## src/rtl/branch_predict_unit_if.sv

```systemverilog
// Predict and resolve port bundle between fetch, execute and the branch predictor.
interface branch_predict_unit_if #(
   parameter int XLEN = 32
);
   logic [XLEN-1:0] pred_pc;
   logic            pred_taken;

   logic            res_valid;
   logic [XLEN-1:0] res_pc;
   logic [2:0]      res_funct3;
   logic [XLEN-1:0] res_rs1;
   logic [XLEN-1:0] res_rs2;
   logic [XLEN-1:0] res_imm;
   logic            res_pred_taken;

   logic            out_valid;
   logic            out_taken;
   logic            out_mispredict;
   logic            out_illegal;
   logic [XLEN-1:0] out_next_pc;

   modport master (
      output pred_pc, res_valid, res_pc, res_funct3, res_rs1, res_rs2, res_imm, res_pred_taken,
      input  pred_taken, out_valid, out_taken, out_mispredict, out_illegal, out_next_pc
   );

   modport slave (
      input  pred_pc, res_valid, res_pc, res_funct3, res_rs1, res_rs2, res_imm, res_pred_taken,
      output pred_taken, out_valid, out_taken, out_mispredict, out_illegal, out_next_pc
   );
endinterface

```

## src/rtl/branch_predict_unit.sv

```systemverilog
// Branch condition evaluation, next-PC resolution and bimodal 2-bit prediction table.
module branch_predict_unit #(
   parameter int         XLEN         = 32,
   parameter int         BHT_ENTRIES  = 64,
   parameter logic [1:0] COUNTER_INIT = 2'b01,
   parameter int         CNT_W        = 32
) (
   input  logic                 clk,
   input  logic                 rst_n,
   branch_predict_unit_if.slave bus,
   output logic [CNT_W-1:0]     stat_branches,
   output logic [CNT_W-1:0]     stat_mispredicts
);
   localparam int IDX_W = $clog2(BHT_ENTRIES);
   localparam logic [XLEN-1:0]  PC_STEP = XLEN'(4);
   localparam logic [CNT_W-1:0] CNT_MAX = {CNT_W{1'b1}};

   logic [1:0]       bht_q [BHT_ENTRIES];
   logic [1:0]       bht_d [BHT_ENTRIES];
   logic             out_valid_q, out_valid_d;
   logic             out_taken_q, out_taken_d;
   logic             out_mis_q, out_mis_d;
   logic             out_ill_q, out_ill_d;
   logic [XLEN-1:0]  out_npc_q, out_npc_d;
   logic [CNT_W-1:0] stat_br_q, stat_br_d;
   logic [CNT_W-1:0] stat_mis_q, stat_mis_d;

   logic             eq, lt_s, lt_u, illegal, taken, mispredict;
   logic [IDX_W-1:0] pred_idx, res_idx;
   logic [1:0]       cur_ctr;

   assign pred_idx = bus.pred_pc[IDX_W+1:2];
   assign res_idx  = bus.res_pc[IDX_W+1:2];

   // Prediction reads the registered counter, so a same-cycle update is not visible yet
   assign bus.pred_taken = bht_q[pred_idx][1];

   // Evaluate the branch condition straight from the operands
   always_comb begin
      eq      = (bus.res_rs1 == bus.res_rs2);
      lt_s    = ($signed(bus.res_rs1) < $signed(bus.res_rs2));
      lt_u    = (bus.res_rs1 < bus.res_rs2);
      illegal = (bus.res_funct3 == 3'b010) || (bus.res_funct3 == 3'b011);
      taken   = 1'b0;
      case (bus.res_funct3)
         3'b000:  taken = eq;
         3'b001:  taken = !eq;
         3'b100:  taken = lt_s;
         3'b101:  taken = !lt_s;
         3'b110:  taken = lt_u;
         3'b111:  taken = !lt_u;
         default: taken = 1'b0;
      endcase
      mispredict = !illegal && (taken != bus.res_pred_taken);
   end

   // Next-state for result registers, prediction table and statistics
   always_comb begin
      out_valid_d = bus.res_valid;
      out_taken_d = out_taken_q;
      out_mis_d   = out_mis_q;
      out_ill_d   = out_ill_q;
      out_npc_d   = out_npc_q;
      bht_d       = bht_q;
      stat_br_d   = stat_br_q;
      stat_mis_d  = stat_mis_q;
      cur_ctr     = bht_q[res_idx];
      if (bus.res_valid) begin
         out_taken_d = taken;
         out_mis_d   = mispredict;
         out_ill_d   = illegal;
         out_npc_d   = taken ? (bus.res_pc + bus.res_imm) : (bus.res_pc + PC_STEP);
         if (!illegal) begin
            if (taken && cur_ctr != 2'b11) begin
               bht_d[res_idx] = cur_ctr + 2'b01;
            end else if (!taken && cur_ctr != 2'b00) begin
               bht_d[res_idx] = cur_ctr - 2'b01;
            end
            if (stat_br_q != CNT_MAX) begin
               stat_br_d = stat_br_q + CNT_W'(1);
            end
            if (mispredict && stat_mis_q != CNT_MAX) begin
               stat_mis_d = stat_mis_q + CNT_W'(1);
            end
         end
      end
   end

   // State registers; reset discards any resolve presented in the same cycle
   always_ff @(posedge clk or negedge rst_n) begin
      if (!rst_n) begin
         out_valid_q <= 1'b0;
         out_taken_q <= 1'b0;
         out_mis_q   <= 1'b0;
         out_ill_q   <= 1'b0;
         out_npc_q   <= '0;
         stat_br_q   <= '0;
         stat_mis_q  <= '0;
         for (int i = 0; i < BHT_ENTRIES; i++) begin
            bht_q[i] <= COUNTER_INIT;
         end
      end else begin
         out_valid_q <= out_valid_d;
         out_taken_q <= out_taken_d;
         out_mis_q   <= out_mis_d;
         out_ill_q   <= out_ill_d;
         out_npc_q   <= out_npc_d;
         stat_br_q   <= stat_br_d;
         stat_mis_q  <= stat_mis_d;
         for (int i = 0; i < BHT_ENTRIES; i++) begin
            bht_q[i] <= bht_d[i];
         end
      end
   end

   assign bus.out_valid      = out_valid_q;
   assign bus.out_taken      = out_taken_q;
   assign bus.out_mispredict = out_mis_q;
   assign bus.out_illegal    = out_ill_q;
   assign bus.out_next_pc    = out_npc_q;
   assign stat_branches      = stat_br_q;
   assign stat_mispredicts   = stat_mis_q;
endmodule

```

## src/flat_wrapper.sv

```systemverilog
// flat-port wrapper written by rule: the top's interface ports become plain ports
module branch_predict_unit_flat 
#(
   parameter int         XLEN         = 32,
   parameter int         BHT_ENTRIES  = 64,
   parameter logic [1:0] COUNTER_INIT = 2'b01,
   parameter int         CNT_W        = 32
)
  (clk, rst_n, stat_branches, stat_mispredicts, bus_pred_pc, bus_res_valid, bus_res_pc, bus_res_funct3, bus_res_rs1, bus_res_rs2, bus_res_imm, bus_res_pred_taken, bus_pred_taken, bus_out_valid, bus_out_taken, bus_out_mispredict, bus_out_illegal, bus_out_next_pc);
  branch_predict_unit_if #(.XLEN(XLEN)) bus_i ();
  input  logic clk;
  input  logic rst_n;
  output logic [CNT_W-1:0] stat_branches;
  output logic [CNT_W-1:0] stat_mispredicts;
  input wire logic [$bits(bus_i.pred_pc)-1:0] bus_pred_pc;
  input wire logic [$bits(bus_i.res_valid)-1:0] bus_res_valid;
  input wire logic [$bits(bus_i.res_pc)-1:0] bus_res_pc;
  input wire logic [$bits(bus_i.res_funct3)-1:0] bus_res_funct3;
  input wire logic [$bits(bus_i.res_rs1)-1:0] bus_res_rs1;
  input wire logic [$bits(bus_i.res_rs2)-1:0] bus_res_rs2;
  input wire logic [$bits(bus_i.res_imm)-1:0] bus_res_imm;
  input wire logic [$bits(bus_i.res_pred_taken)-1:0] bus_res_pred_taken;
  output wire logic [$bits(bus_i.pred_taken)-1:0] bus_pred_taken;
  output wire logic [$bits(bus_i.out_valid)-1:0] bus_out_valid;
  output wire logic [$bits(bus_i.out_taken)-1:0] bus_out_taken;
  output wire logic [$bits(bus_i.out_mispredict)-1:0] bus_out_mispredict;
  output wire logic [$bits(bus_i.out_illegal)-1:0] bus_out_illegal;
  output wire logic [$bits(bus_i.out_next_pc)-1:0] bus_out_next_pc;
  assign bus_i.pred_pc = bus_pred_pc;
  assign bus_i.res_valid = bus_res_valid;
  assign bus_i.res_pc = bus_res_pc;
  assign bus_i.res_funct3 = bus_res_funct3;
  assign bus_i.res_rs1 = bus_res_rs1;
  assign bus_i.res_rs2 = bus_res_rs2;
  assign bus_i.res_imm = bus_res_imm;
  assign bus_i.res_pred_taken = bus_res_pred_taken;
  assign bus_pred_taken = bus_i.pred_taken;
  assign bus_out_valid = bus_i.out_valid;
  assign bus_out_taken = bus_i.out_taken;
  assign bus_out_mispredict = bus_i.out_mispredict;
  assign bus_out_illegal = bus_i.out_illegal;
  assign bus_out_next_pc = bus_i.out_next_pc;
  branch_predict_unit #(.XLEN(XLEN), .BHT_ENTRIES(BHT_ENTRIES), .COUNTER_INIT(COUNTER_INIT), .CNT_W(CNT_W)) u_core (.clk(clk), .rst_n(rst_n), .bus(bus_i), .stat_branches(stat_branches), .stat_mispredicts(stat_mispredicts));
endmodule
```

## config.mk

```make
export PLATFORM = sky130hd
export DESIGN_NAME = branch_predict_unit_flat
export DESIGN_NICKNAME = d
export VERILOG_FILES = /design/src/rtl/branch_predict_unit_if.sv /design/src/rtl/branch_predict_unit.sv /design/src/flat_wrapper.sv
export SDC_FILE = /design/constraint.sdc
export NUM_CORES = 1
export LEC_CHECK = 0
export BUFFER_PORTS_ARGS = -buffer_cell sky130_fd_sc_hd__buf_2
export CELL_PAD_IN_SITES_DETAIL_PLACEMENT = 0
export CELL_PAD_IN_SITES_GLOBAL_PLACEMENT = 1
export CORE_MARGIN = 2
export CORE_UTILIZATION = 40
export CTS_CLUSTER_DIAMETER = 100
export DETAILED_ROUTE_END_ITERATION = 8
export HOLD_SLACK_MARGIN = 0.03
export PLACE_DENSITY = 0.89
export SETUP_SLACK_MARGIN = 0.1
export SYNTH_ARGS = -nofsm -noshare
export SYNTH_HDL_FRONTEND = slang
export SYNTH_SLANG_ARGS = --single-unit
```

## constraint.sdc

```tcl
create_clock -name clk -period 3.2 [get_ports clk]
set_input_delay 0.48 -clock clk [delete_from_list [all_inputs] [get_ports clk]]
set_output_delay 0.48 -clock clk [all_outputs]
set_load 0.03 [all_outputs]
```

==> impl_metrics.csv <==
group,metric,value,unit
drt,num_vias,12235,
critical_path,ff2ff_path_depth,10,
sta,min_period_over_period,0.9728,
synth,synth_nets,1599,
cts,clk_path_buf_depth,3,
synth,synth_ff_type,"dfrtp_1",
cts,clock_latency,0.55,ns
layout,drive_above_1_share,0.3981,
drt,ant_nets,0,
cts,h-tree-depth,1,
layout,fin_cells,2187,
die,ioPinCount,268,
layout,n_fill_cell,3060,
min_path,hp-class,"input pin to flip-flop",
critical_path,cp.required,2.72,ns
global_routing,antenna_found_initial,3,
drt,routedWlPerCell,18.71,um
global_routing,grt_pass1_vias,12552,
critical_path,start_kind,"flip-flop",
synth,ys_seq_elements,228,
global_routing,grt_pass1_wl,65740,um
critical_path,crit_start,"u_core.bht_q[5]",
sta,slew_headroom,0.4995,
place,place_congestion,0.8754,
synth,synth_area,14120,um^2
global_routing,use_met2,0.3681,
place,port_buffers,241,
die,core,34630,um^2
drt,wl,40920,um
die,dieArea,36830,um^2
drt,drc,0,
synth,ys_seq_area_frac,0.4097,
global_routing,grt_busiest_layer,"met2",
global_routing,overflow,0,
drt,avgViaCountPerCell,5.594,
layout,design_area,18160,um^2
synth,synth_cells,1363,
die,die_y,191.9,um
drt,drt_iter0_markers,844,
layout,seq_area,5786,um^2
place,dp_hpwl,29580,um
layout,fin_nets,1942,
synth,synth_edf_count,0,
sta,finalHoldViolations,0,
sta,period_minus_slack,3.113,ns
global_routing,grt_util_all_layers,0.2233,
die,die_x,191.9,um
cts,cts.sinks,228,
critical_path,critical_path_peak_fanout,3,
synth,ys_async_sr_fraction,1.000,
job,max_cap_violations,0,
layout,area_delta_synth_final,28.61,%
sta,fin_tns_setup,0,ns
layout,fin_util,0.5245,
critical_path,endpoint_kind,"output port",
sta,setup_violations,0,
global_routing,met3_usage,0.05354,
die,start_util,0.4078,
place,placed_cell_area,16890,um^2
cts,cts_tree,"built",
sta,worst_clock_skew,0.01683,ns
power_and_ir_drop,p_leak,8.646,nW
critical_path,reg2reg_slack,0.20,ns
power_and_ir_drop,ir_drop,0.5912,mV
die,rows,68,
synth,avgSynthCellArea,10.36,um^2
global_routing,grt_max_degree,97,
synth,ys_types,69,
sta,fmax,321.2,MHz
cts,path_clk_slew,0.06,ns
outcome,status,"complete, no violations",
sta,rsz0062_at_grt,"yes",
synth,yosysWarningCount,0,
critical_path,cp-endpoint,"bus_pred_taken",
power_and_ir_drop,powerDensity,525.7,nW/um^2
cts,cts_buffers,28,
sta,slew_viol_final,0,
global_routing,grtUsageMet1,0.2873,
sta,tightest_slew,0.7507,ns
layout,multi_input_comb_area,8065,um^2
critical_path,worst_ep_arrival_time,2.63,ns
critical_path,crit_type,"flip-flop to output port",
drt,drtPass1Iterations,5,
critical_path,reg2reg_to,"u_core.bht_q[99]",
place,placed_cells,2124,
cts,cts_root_buf,"clkbuf_16",
[what timing repair did]
item	in CTS	in global routing
setup buffers	3	3
resized for setup	12	31
hold buffers	1	0
setup endpoints to repair	12	94
pin swaps	6	20
endpoints found under the hold margin	49	0
[per-stage QoR]
stage | power (mW) | hold slack [ns] | setup WS (ns)
finish | 9.548 | 0.1606 | 0.08706
global route | 9.993 | 0.1519 | 0.05490
CTS | 9.570 | 0.1383 | 0.08454
detailed placement | 6.158 | 0.4659 | -0.5431
global placement | 6.089 | 0.4612 | -0.4605
floorplan | 5.188 | 0.1844 | -0.2637
[cell families (layout without fill, tap and decap cells)]
logic type / Yosys count / count (layout) / synth area share
simple gates: 399 / 399 / 0.1480
compound gates: 259 / 259 / 0.1246
other cells: 0 / 4 / 0
mux: 167 / 167 / 0.1505
buf+inv: 127 / 492 / 0.03491
flops: 228 / 228 / 0.4097
fa+ha+maj: 69 / 69 / 0.06166
xor+xnor: 114 / 114 / 0.07070
[cell usage in the layout, fill, tap and decap left out, types with 10 or more instances in the layout]
cell,n
a21o_1,17
a21oi_1,67
a22o_1,10
a22oi_1,44
and3_1,31
and4_1,16
buf_12,16
buf_2,236
buf_4,116
buf_6,10
clkbuf_16,29
clkbuf_8,10
dfrtp_1,164
dfstp_2,64
ha_1,62
inv_1,59
mux2_2,127
mux4_2,22
nand2_1,100
nand3_1,67
nand4_1,35
nor2_1,76
nor3_1,15
o21a_1,10
o21ai_0,33
xnor2_1,73
xor2_1,40
[area by class of cell]
cell class	count	share of cell area
Tap cell	455	0.03134
Clock inverter	6	0.005924
Clock buffer	46	0.04898
Multi-Input combinational cell	1008	0.4441
Sequential cell	228	0.3185
Timing Repair Buffer	380	0.1382
Inverter	60	0.01240
Antenna cell	4	0.0005511
[power by group]
part | total, mW | switching, mW | internal [mW]
Combinational | 2.48 | 1.41 | 1.08
Sequential | 3.70 | 0.335 | 3.36
Clock | 3.37 | 1.24 | 2.12
[cell usage after synthesis (12+ instances only)]
cell | n | area [um^2]
o21ai_0 | 36 | 180.2
a21oi_1 | 69 | 345.3
a221oi_1 | 14 | 122.6
nand2_1 | 103 | 386.6
nor3_1 | 16 | 80.08
and4_1 | 16 | 140.1
dfrtp_1 | 164 | 4104
clkbuf_1 | 54 | 202.7
xnor2_1 | 74 | 648.1
dfstp_2 | 64 | 1682
ha_1 | 68 | 850.8
mux2_2 | 129 | 1453
nand4_1 | 35 | 219.0
inv_1 | 60 | 225.2
nand3_1 | 68 | 340.3
and2_1 | 12 | 75.07
a22oi_1 | 46 | 345.3
and3_1 | 32 | 200.2
mux4_2 | 22 | 495.5
a21o_1 | 17 | 127.6
nor2_1 | 77 | 289.0
xor2_1 | 40 | 350.3
[how the worst min path moves through the flow]
stage	startpoint	end	slack (ns)	cells past startpoint
2_1_floorplan	rst_n	u_core.bht_q[101]	0.18	0
3_3_place_gp	u_core.bus.out_next_pc[10]	u_core.bus.out_next_pc[10]	0.46	1
3_5_place_dp	u_core.bus.out_next_pc[10]	u_core.bus.out_next_pc[10]	0.47	1
4_1_cts	bus_res_valid	u_core.bus.out_valid	0.14	1
5_1_grt	bus_res_valid	u_core.bus.out_valid	0.15	1
6_report	bus_res_valid	u_core.bus.out_valid	0.16	1
[critical path, cell delays in order, from the launching register on]
cell,delay (ns)
dfrtp_1,0.43
mux4_2,0.49
mux4_2,0.51
mux4_2,0.50
buf_6,0.16
[layer usage]
| metal | share of wire | vias up | wire length, um |
|---|---|---|---|
| met2 | 0.47 | 435 | 19090 |
| li1 | - | 5695 | - |
| met3 | 0.075 | 106 | 3076 |
| met1 | 0.43 | 5997 | 17470 |
| met4 | 0.031 | 2 | 1265 |
| met5 | 0.00032 | - | 13 |
Note: power is estimated with default switching activity, not from simulation.
